<file path="src/rtl/addsub_serial.sv">
// rtl/addsub_serial.sv - digit-serial WIDTH-bit adder/subtractor with start/done handshake
module addsub_serial #(
    parameter int WIDTH = 16,
    parameter int DIGIT = 4
) (
    input  logic             clk_i,
    input  logic             rst_i,
    input  logic             start_i,
    input  logic             op_i,
    input  logic [WIDTH-1:0] a_i,
    input  logic [WIDTH-1:0] b_i,
    output logic             busy_o,
    output logic             done_o,
    output logic [WIDTH-1:0] result_o,
    output logic             carry_o,
    output logic             overflow_o,
    output logic             zero_o
);

    localparam int N  = WIDTH / DIGIT;
    localparam int CW = (N > 1) ? $clog2(N) : 1;
    localparam logic [CW-1:0] LAST = CW'(N - 1);

    typedef enum logic [1:0] {S_IDLE, S_RUN, S_DONE} state_e;

    state_e           state_q, state_d;
    logic [WIDTH-1:0] a_q, b_q, res_q;
    logic [CW-1:0]    cnt_q;
    logic             cy_q, op_q, sign_a_q, sign_b_q;
    logic             busy_q, done_q, carry_q, overflow_q, zero_q;
    logic [WIDTH-1:0] result_q;

    logic [DIGIT:0]   sum_d;
    logic [WIDTH-1:0] res_d;

    // State register
    always_ff @(posedge clk_i) begin
        if (rst_i) state_q <= S_IDLE;
        else       state_q <= state_d;
    end

    // Next state: start is only honoured outside RUN, so DONE can chain straight into RUN
    always_comb begin
        state_d = state_q;
        case (state_q)
            S_IDLE, S_DONE: state_d = start_i ? S_RUN : S_IDLE;
            S_RUN:          if (cnt_q == LAST) state_d = S_DONE;
            default:        state_d = S_IDLE;
        endcase
    end

    // One digit of the sum, and the result shift register with that digit shifted in at the top
    always_comb begin
        sum_d = {1'b0, a_q[DIGIT-1:0]} + {1'b0, b_q[DIGIT-1:0]} + {{DIGIT{1'b0}}, cy_q};
        res_d = WIDTH'({sum_d[DIGIT-1:0], res_q} >> DIGIT);
    end

    // Operand capture, digit iteration and output register load on the final digit
    always_ff @(posedge clk_i) begin
        if (rst_i) begin
            a_q        <= '0;
            b_q        <= '0;
            res_q      <= '0;
            cnt_q      <= '0;
            cy_q       <= 1'b0;
            op_q       <= 1'b0;
            sign_a_q   <= 1'b0;
            sign_b_q   <= 1'b0;
            busy_q     <= 1'b0;
            done_q     <= 1'b0;
            result_q   <= '0;
            carry_q    <= 1'b0;
            overflow_q <= 1'b0;
            zero_q     <= 1'b0;
        end else begin
            busy_q <= (state_d == S_RUN);
            done_q <= (state_d == S_DONE);
            case (state_q)
                S_IDLE, S_DONE: begin
                    if (start_i) begin
                        // Subtract as a + ~b + 1; signs kept because the operands get shifted away
                        a_q      <= a_i;
                        b_q      <= b_i ^ {WIDTH{op_i}};
                        cy_q     <= op_i;
                        op_q     <= op_i;
                        cnt_q    <= '0;
                        sign_a_q <= a_i[WIDTH-1];
                        sign_b_q <= b_i[WIDTH-1] ^ op_i;
                    end
                end
                S_RUN: begin
                    a_q   <= a_q >> DIGIT;
                    b_q   <= b_q >> DIGIT;
                    res_q <= res_d;
                    cy_q  <= sum_d[DIGIT];
                    cnt_q <= cnt_q + CW'(1);
                    if (cnt_q == LAST) begin
                        // Carry out of a subtract is the inverse of borrow
                        result_q   <= res_d;
                        carry_q    <= sum_d[DIGIT] ^ op_q;
                        zero_q     <= (res_d == '0);
                        overflow_q <= (sign_a_q == sign_b_q) && (res_d[WIDTH-1] != sign_a_q);
                    end
                end
                default: ;
            endcase
        end
    end

    assign busy_o     = busy_q;
    assign done_o     = done_q;
    assign result_o   = result_q;
    assign carry_o    = carry_q;
    assign overflow_o = overflow_q;
    assign zero_o     = zero_q;

endmodule

</file>
<file path="config.mk">
export PLATFORM = sky130hd
export DESIGN_NAME = addsub_serial
export DESIGN_NICKNAME = d
export VERILOG_FILES = /design/src/rtl/addsub_serial.sv
export SDC_FILE = /design/constraint.sdc
export NUM_CORES = 1
export LEC_CHECK = 0
export ABC_AREA = 1
export CORE_MARGIN = 1
export CORE_UTILIZATION = 52
export DETAILED_ROUTE_END_ITERATION = 10
export GPL_ROUTABILITY_DRIVEN = 0
export PLACE_DENSITY = 0.83
export SYNTH_ARGS = -nofsm -noshare
export SYNTH_HDL_FRONTEND = slang
export SYNTH_SLANG_ARGS = --single-unit
export TNS_END_PERCENT = 20
</file>
<file path="constraint.sdc">
create_clock -name clk_i -period 2 [get_ports clk_i]
set_clock_uncertainty 0.1 [all_clocks]
set_input_delay 0.4 -clock clk_i [delete_from_list [all_inputs] [get_ports clk_i]]
set_output_delay 0.4 -clock clk_i [all_outputs]
set_load 0.05 [all_outputs]
</file>
# After elaboration in Yosys (flattened, before gate mapping)
# Index checks and enable logic that the tools add are counted.
[word_totals]
reg_bits = 77
out_inout_bits = 21
elab_cells = 48
[op_classes]
addsub = 3
n_eq_ne = 8
muxes = 11
bitwise_logic = 3
reduce_logical = 8
[ops]
columns = ["cell", "n"]
rows = [
  ["$pmux W16 S2", 2],
  ["$mux W16", 2],
  ["$logic_not A16 Y1", 1],
  ["$xor A16 B16 Y16", 1],
  ["$pmux W2 S2", 2],
  ["$eq A2 B2 Y1 const B", 3],
  ["$reduce_and A2 Y1", 3],
  ["$add A4 B4 Y5", 1],
  ["$add A5 B1 Y5", 1],
  ["$eq A2 B1 Y1 const B", 2],
  ["$mux W2", 2],
  ["$add A2 B1 Y2 const B", 1],
  ["$logic_not A2 Y1", 1],
  ["$mux W1", 2],
  ["$ne A2 B2 Y1 const B", 1],
  ["$pmux W1 S2", 1],
  ["$reduce_bool A2 Y1", 1],
  ["$reduce_or A2 Y1", 1],
  ["$xor A1 B1 Y1", 2],
  ["$eq A1 B1 Y1", 1],
  ["$logic_and A1 B1 Y1", 1],
  ["$ne A1 B1 Y1", 1],
]

# Logic depth before layout (Yosys ltp)
[logic_depth]
depth_word = 4
depth_mapped = 9
mapped_depth_nobuf = 9

# Worst setup path after synthesis
# Ideal clock, no wire load.
[synth_path]
kind = "reg2reg"
from = "register a_q[0]"
to = "register zero_q (netlist: zero_o)"
setup_time_ns = 0.070
t_arrival_ns = 1.699
required_ns = 1.830
slack_ns = 0.130
stages_incl_launch_ff = 10
path_buffers = 0
period_less_slack_ns = 1.870
cell_sequence = "dfxtp_1 > fa_1 > fa_1 > inv_1 > nand2_1 > nor2_1 > nand2_1 > nor2_1 > nand3_1 > a21oi_1"
[synth_between]
elab_chain_len = 3
[synth_rtl]
columns = ["item", "line_no", "source"]
rows = [
  ["start, declared", "27", "logic [WIDTH-1:0] a_q, b_q, res_q;"],
  ["start signal, assigned", "82", "a_q <= a_i;"],
  ["start signal, assigned", "92", "a_q <= a_q >> DIGIT;"],
  ["$add A4 B4 Y5", "54", "sum_d = {1'b0, a_q[DIGIT-1:0]} + {1'b0, b_q[DIGIT-1:0]} + {{DIGIT{1'b0}}, cy_q};"],
  ["$add A5 B1 Y5", "54", ""],
  ["via sum_d[1]", "33", "logic [DIGIT:0] sum_d;"],
  ["$logic_not A16 Y1", "101", "zero_q <= (res_d == '0);"],
  ["end signal, assigned", "101", ""],
  ["end, declared", "30", "logic busy_q, done_q, carry_q, overflow_q, zero_q;"],
]
# The timed path passes the listed nets, and every way through them passes these cells.
# A chain may end at the register's enable or synchronous reset.

# Final worst setup path
[layout_path]
from = "register cy_q"
to = "register zero_q (netlist: zero_o)"
[layout_between]
elab_chain_len = 2
[layout_rtl]
columns = ["item", "line_no", "source"]
rows = [
  ["start, declared", "29", "logic cy_q, op_q, sign_a_q, sign_b_q;"],
  ["start signal, assigned", "84", "cy_q <= op_i;"],
  ["start signal, assigned", "95", "cy_q <= sum_d[DIGIT];"],
  ["$add A5 B1 Y5", "54", ""],
  ["via sum_d[1]", "33", ""],
  ["$logic_not A16 Y1", "101", ""],
]
# The timed path passes the listed nets, and every way through them passes these cells.

==> impl_table.tex <==
\begin{tabular}{lr}
\hline
Metric & Value \\
\hline
\multicolumn{2}{l}{\textbf{Yosys}} \\
Post-synth EDFFs & 0 \\
Fraction of the yosys area taken by sequential cells & 45.3\% \\
Count of different cell masters after synthesis & 32 \\
Top-count cell post-synth & nand2\_1 \\
Mean post-synth cell area & approximately 8.0 µm² \\
List of most frequent post-synthesis cells & 111 x nand2\_1, 73 x dfxtp\_1, 35 x inv\_1 \\
Netlist Area Pre-Place & 3230 µm² \\
Commonest register cell after synthesis & dfxtp\_1 \\
Synth top area share & between 40\% and 50\% \\
Post-Synthesis Net Count & 446 \\
Post-synthesis cell type with the largest combined area & dfxtp\_1 \\
Number of cells produced by synthesis & 404 \\
Async set or reset register ratio after synthesis & 0\% \\
Biggest area contributors in the synthesized netlist & dfxtp\_1 45\%, nand2\_1 13\%, a21oi\_1 4.2\% \\
Yosys Warn Count & 0 \\
Flip-flop and latch count after synthesis & 73 \\
\multicolumn{2}{l}{\textbf{Clock tree}} \\
Level count of the clock H-tree & 3 \\
Clk\_lat worst skew & 0.35 ns \\
Total CTS buffers & 9 \\
Maximum count of clock buffers along a single path & 2 \\
Hold\_buf cts & 0 \\
TritonCTS Sinks & 73 \\
Clock edge transition at the registers on the reported setup and hold paths & 0.07 ns \\
TritonCTS clock tree & yes \\
Root buffer cell & clkbuf\_8 \\
\multicolumn{2}{l}{\textbf{Global routing}} \\
Global-route congestion overflow total & 0 \\
Global-route wire length before repair & 11.2 mm \\
Maximum number of pins on one net before global-route repair & 34 \\
Antenna violations before repair & 0 \\
Vias in the first global route & 2492 \\
Global Route Usage Sum & 22.7\% \\
\multicolumn{2}{l}{\textbf{STA}} \\
Final setup violation count & 0 \\
Max Fclk & around 520 MHz \\
Pins over their slew limit & 0 \\
Final Cycle Share & roughly 95\% \\
Final hold violation count & 0 \\
Rel. slew slack & 66.5\% \\
Transition at the pin with the smallest max-transition slack & $\sim$0.5 ns \\
RSZ-0062 raised after global routing & yes \\
Fin crit period & 1.91 ns \\
Setup total negative slack & 0 ns \\
\multicolumn{2}{l}{\textbf{Power}} \\
Power per cell area & 793 nW/µm² \\
IR drop worst, VDD & around 0.00042 V \\
Overall power & between 3000 and 4000 µW \\
Leakage power summed over all cells & roughly 0.0018 µW \\
\multicolumn{2}{l}{\textbf{Die}} \\
Die span in y & 80.8 µm \\
Site Rows & 28 \\
Die area & 6520 µm² \\
I/O pin count & 57 \\
Core outline area & 5960 µm² \\
Width of the die & 80.8 µm \\
Initial core utilization & 54.2\% \\
\multicolumn{2}{l}{\textbf{Layout}} \\
Fraction of final layout cells sized beyond drive strength 1 & 16.0\% \\
Finished Cell Area & 4000 µm² \\
Total of fill cells in the finished design & 534 \\
Area Growth Syn to Fin & 24.0\% \\
Number of nets at the end of the flow & 501 \\
Share of the core filled with cells & 67.1\% \\
Antenna Cells & 0 \\
\multicolumn{2}{l}{\textbf{Setup path}} \\
Startpoint kind of the worst setup timing path & register \\
Delay of the slowest cell on the worst path & about 0.46 ns \\
Worst endpoint data arrival time & 2.09 ns \\
Cell type of the slowest stage on the worst timing path & fa\_1 \\
Element type at the critical path end & register \\
List of cells traversed by the critical path & fa\_2 > fa\_1 > inv\_1 > nand2\_1 > nor2\_1 > nand2\_1 > nor2\_1 > nand3\_1 > a21oi\_2 \\
Length in cells of the worst reg-to-reg path & 9 \\
Critical setup path kind & reg2reg \\
WP data required & 2.18 ns \\
Critical path peak fanout & 2 \\
\multicolumn{2}{l}{\textbf{Drt}} \\
Number of search-and-repair iterations in the first detailed-routing pass & 4 \\
Routed via count & about 2700 \\
Sum of routed wire length over all layers & 6.60 mm \\
Antenna-violating nets left & 0 \\
Drt drc & 0 \\
Routed wirelength normalized by instance count & 12.3 µm \\
Number of DRC violations after detailed-routing iteration 0 & 120 \\
Average via count per standard cell & 5.10 \\
\multicolumn{2}{l}{\textbf{Placement}} \\
HPWL after detailed placement & around 4.6 mm \\
I/O Buffers & 56 \\
Area post-placement & 3790 µm² \\
\multicolumn{2}{l}{\textbf{Worst hold path}} \\
Hold-critical path depth & 2 \\
Worst hold path type & reg2reg \\
\multicolumn{2}{l}{\textbf{Status}} \\
Run status & finished, final reports clean \\
\multicolumn{2}{l}{\textbf{Job}} \\
Maxcap violations & 0 \\
\hline
\end{tabular}
-- logic make-up after synthesis --
family                     count (synthesis)  synth area share (%)
xor gates and xnor gates                  13                  3.53
DFF                                       73                  45.3
buffers and inverters                     63                  9.66
and+or+nand+nor                          162                  21.3
AOI/OAI and AO/OA                         87                  17.4
adders and majority gates                  6                  2.79
-- state kept, by name, indices dropped and copies added (netlist names) --
signal and flops:
a_q 16, b_q 16, result_o 16, res_q 12
cnt_q 2, state_q 2, busy_o 1, carry_o 1
cy_q 1, done_o 1, op_q 1, overflow_o 1
sign_a_q 1, sign_b_q 1, zero_o 1
-- cell type report --
cell class	count	area (µm²)	area share [%]
Clock buffer	10	138	3.44
Clock inverter	4	45.0	1.13
Inverter	41	164	4.10
Multi-Input combinational cell	268	1460	36.5
Sequential cell	73	1460	36.5
Tap cell	75	93.8	2.35
Timing Repair Buffer	66	638	16.0
-- placed cells by master (no fill, tap or decap) --
cell	instances
bufinv_16	1
o21ai_2	1
o211ai_1	7
a31oi_1	12
o221ai_1	1
nand2_4	4
inv_4	2
fa_2	1
o21ai_0	22
xor2_1	6
buf_4	23
ha_1	4
clkdlybuf4s50_1	35
dfxtp_1	73
nand2_1	111
nor2_1	17
o21ai_1	1
a21oi_1	26
nand2_2	10
o21a_1	1
buf_12	2
a21oi_2	5
clkinv_2	3
a31oi_2	1
nand3_1	20
fa_1	1
inv_2	3
a211oi_1	3
o211ai_2	7
dlymetal6s2s_1	6
clkbuf_8	10
inv_6	1
xnor2_1	7
inv_1	35
-- worst max-delay path: cells and delay by family (launching register included) --
family	cells	cell delay [ns]
flops	1	0.33
fa+ha+maj	2	0.86
compound gates	1	0.12
simple gates	5	0.35
buf+inv	1	0.09
-- path summary, 6_finish.rpt --
kind                              start      end  slack [ns]
worst max-delay path               cy_q   zero_o        0.09
worst min-delay path            a_q[15]  a_q[15]        0.36
worst max register to register     cy_q   zero_o        0.09
worst min register to register  a_q[15]  a_q[15]        0.36
-- metrics by stage --
stage / setup WS [ns] / instances / hold slack, ns
2_1_floorplan: 0.130 / 404 / 0.328
3_3_place_gp: 0.0822 / 522 / 0.344
3_5_place_dp: 0.0309 / 522 / 0.353
4_1_cts: 0.00109 / 536 / 0.364
5_1_grt: -0.0260 / 537 / 0.384
6_report: 0.0946 / 537 / 0.364
-- repair_timing --
action	4_1_cts	5_1_grt
setup endpoints to repair	0	8
endpoints found under the hold margin	0	0
resized for setup	0	8
buffers inserted	0	1
-- metal layers --
layer	global-route usage (%)	vias to the layer above	share of wire, %
li1	-	1413	-
met1	26.6	1237	43
met2	39.2	74	50
met3	7.98	13	5.6
met4	6.61	0	1.7
met5	0	-	0
-- power breakdown --
part / internal, µW / switching [µW]
Combinational: 212 / 274
Sequential: 1540 / 51.1
Clock: 589 / 508
Total: 2340 / 833
No activity file was read; power rests on OpenSTA's default activity.
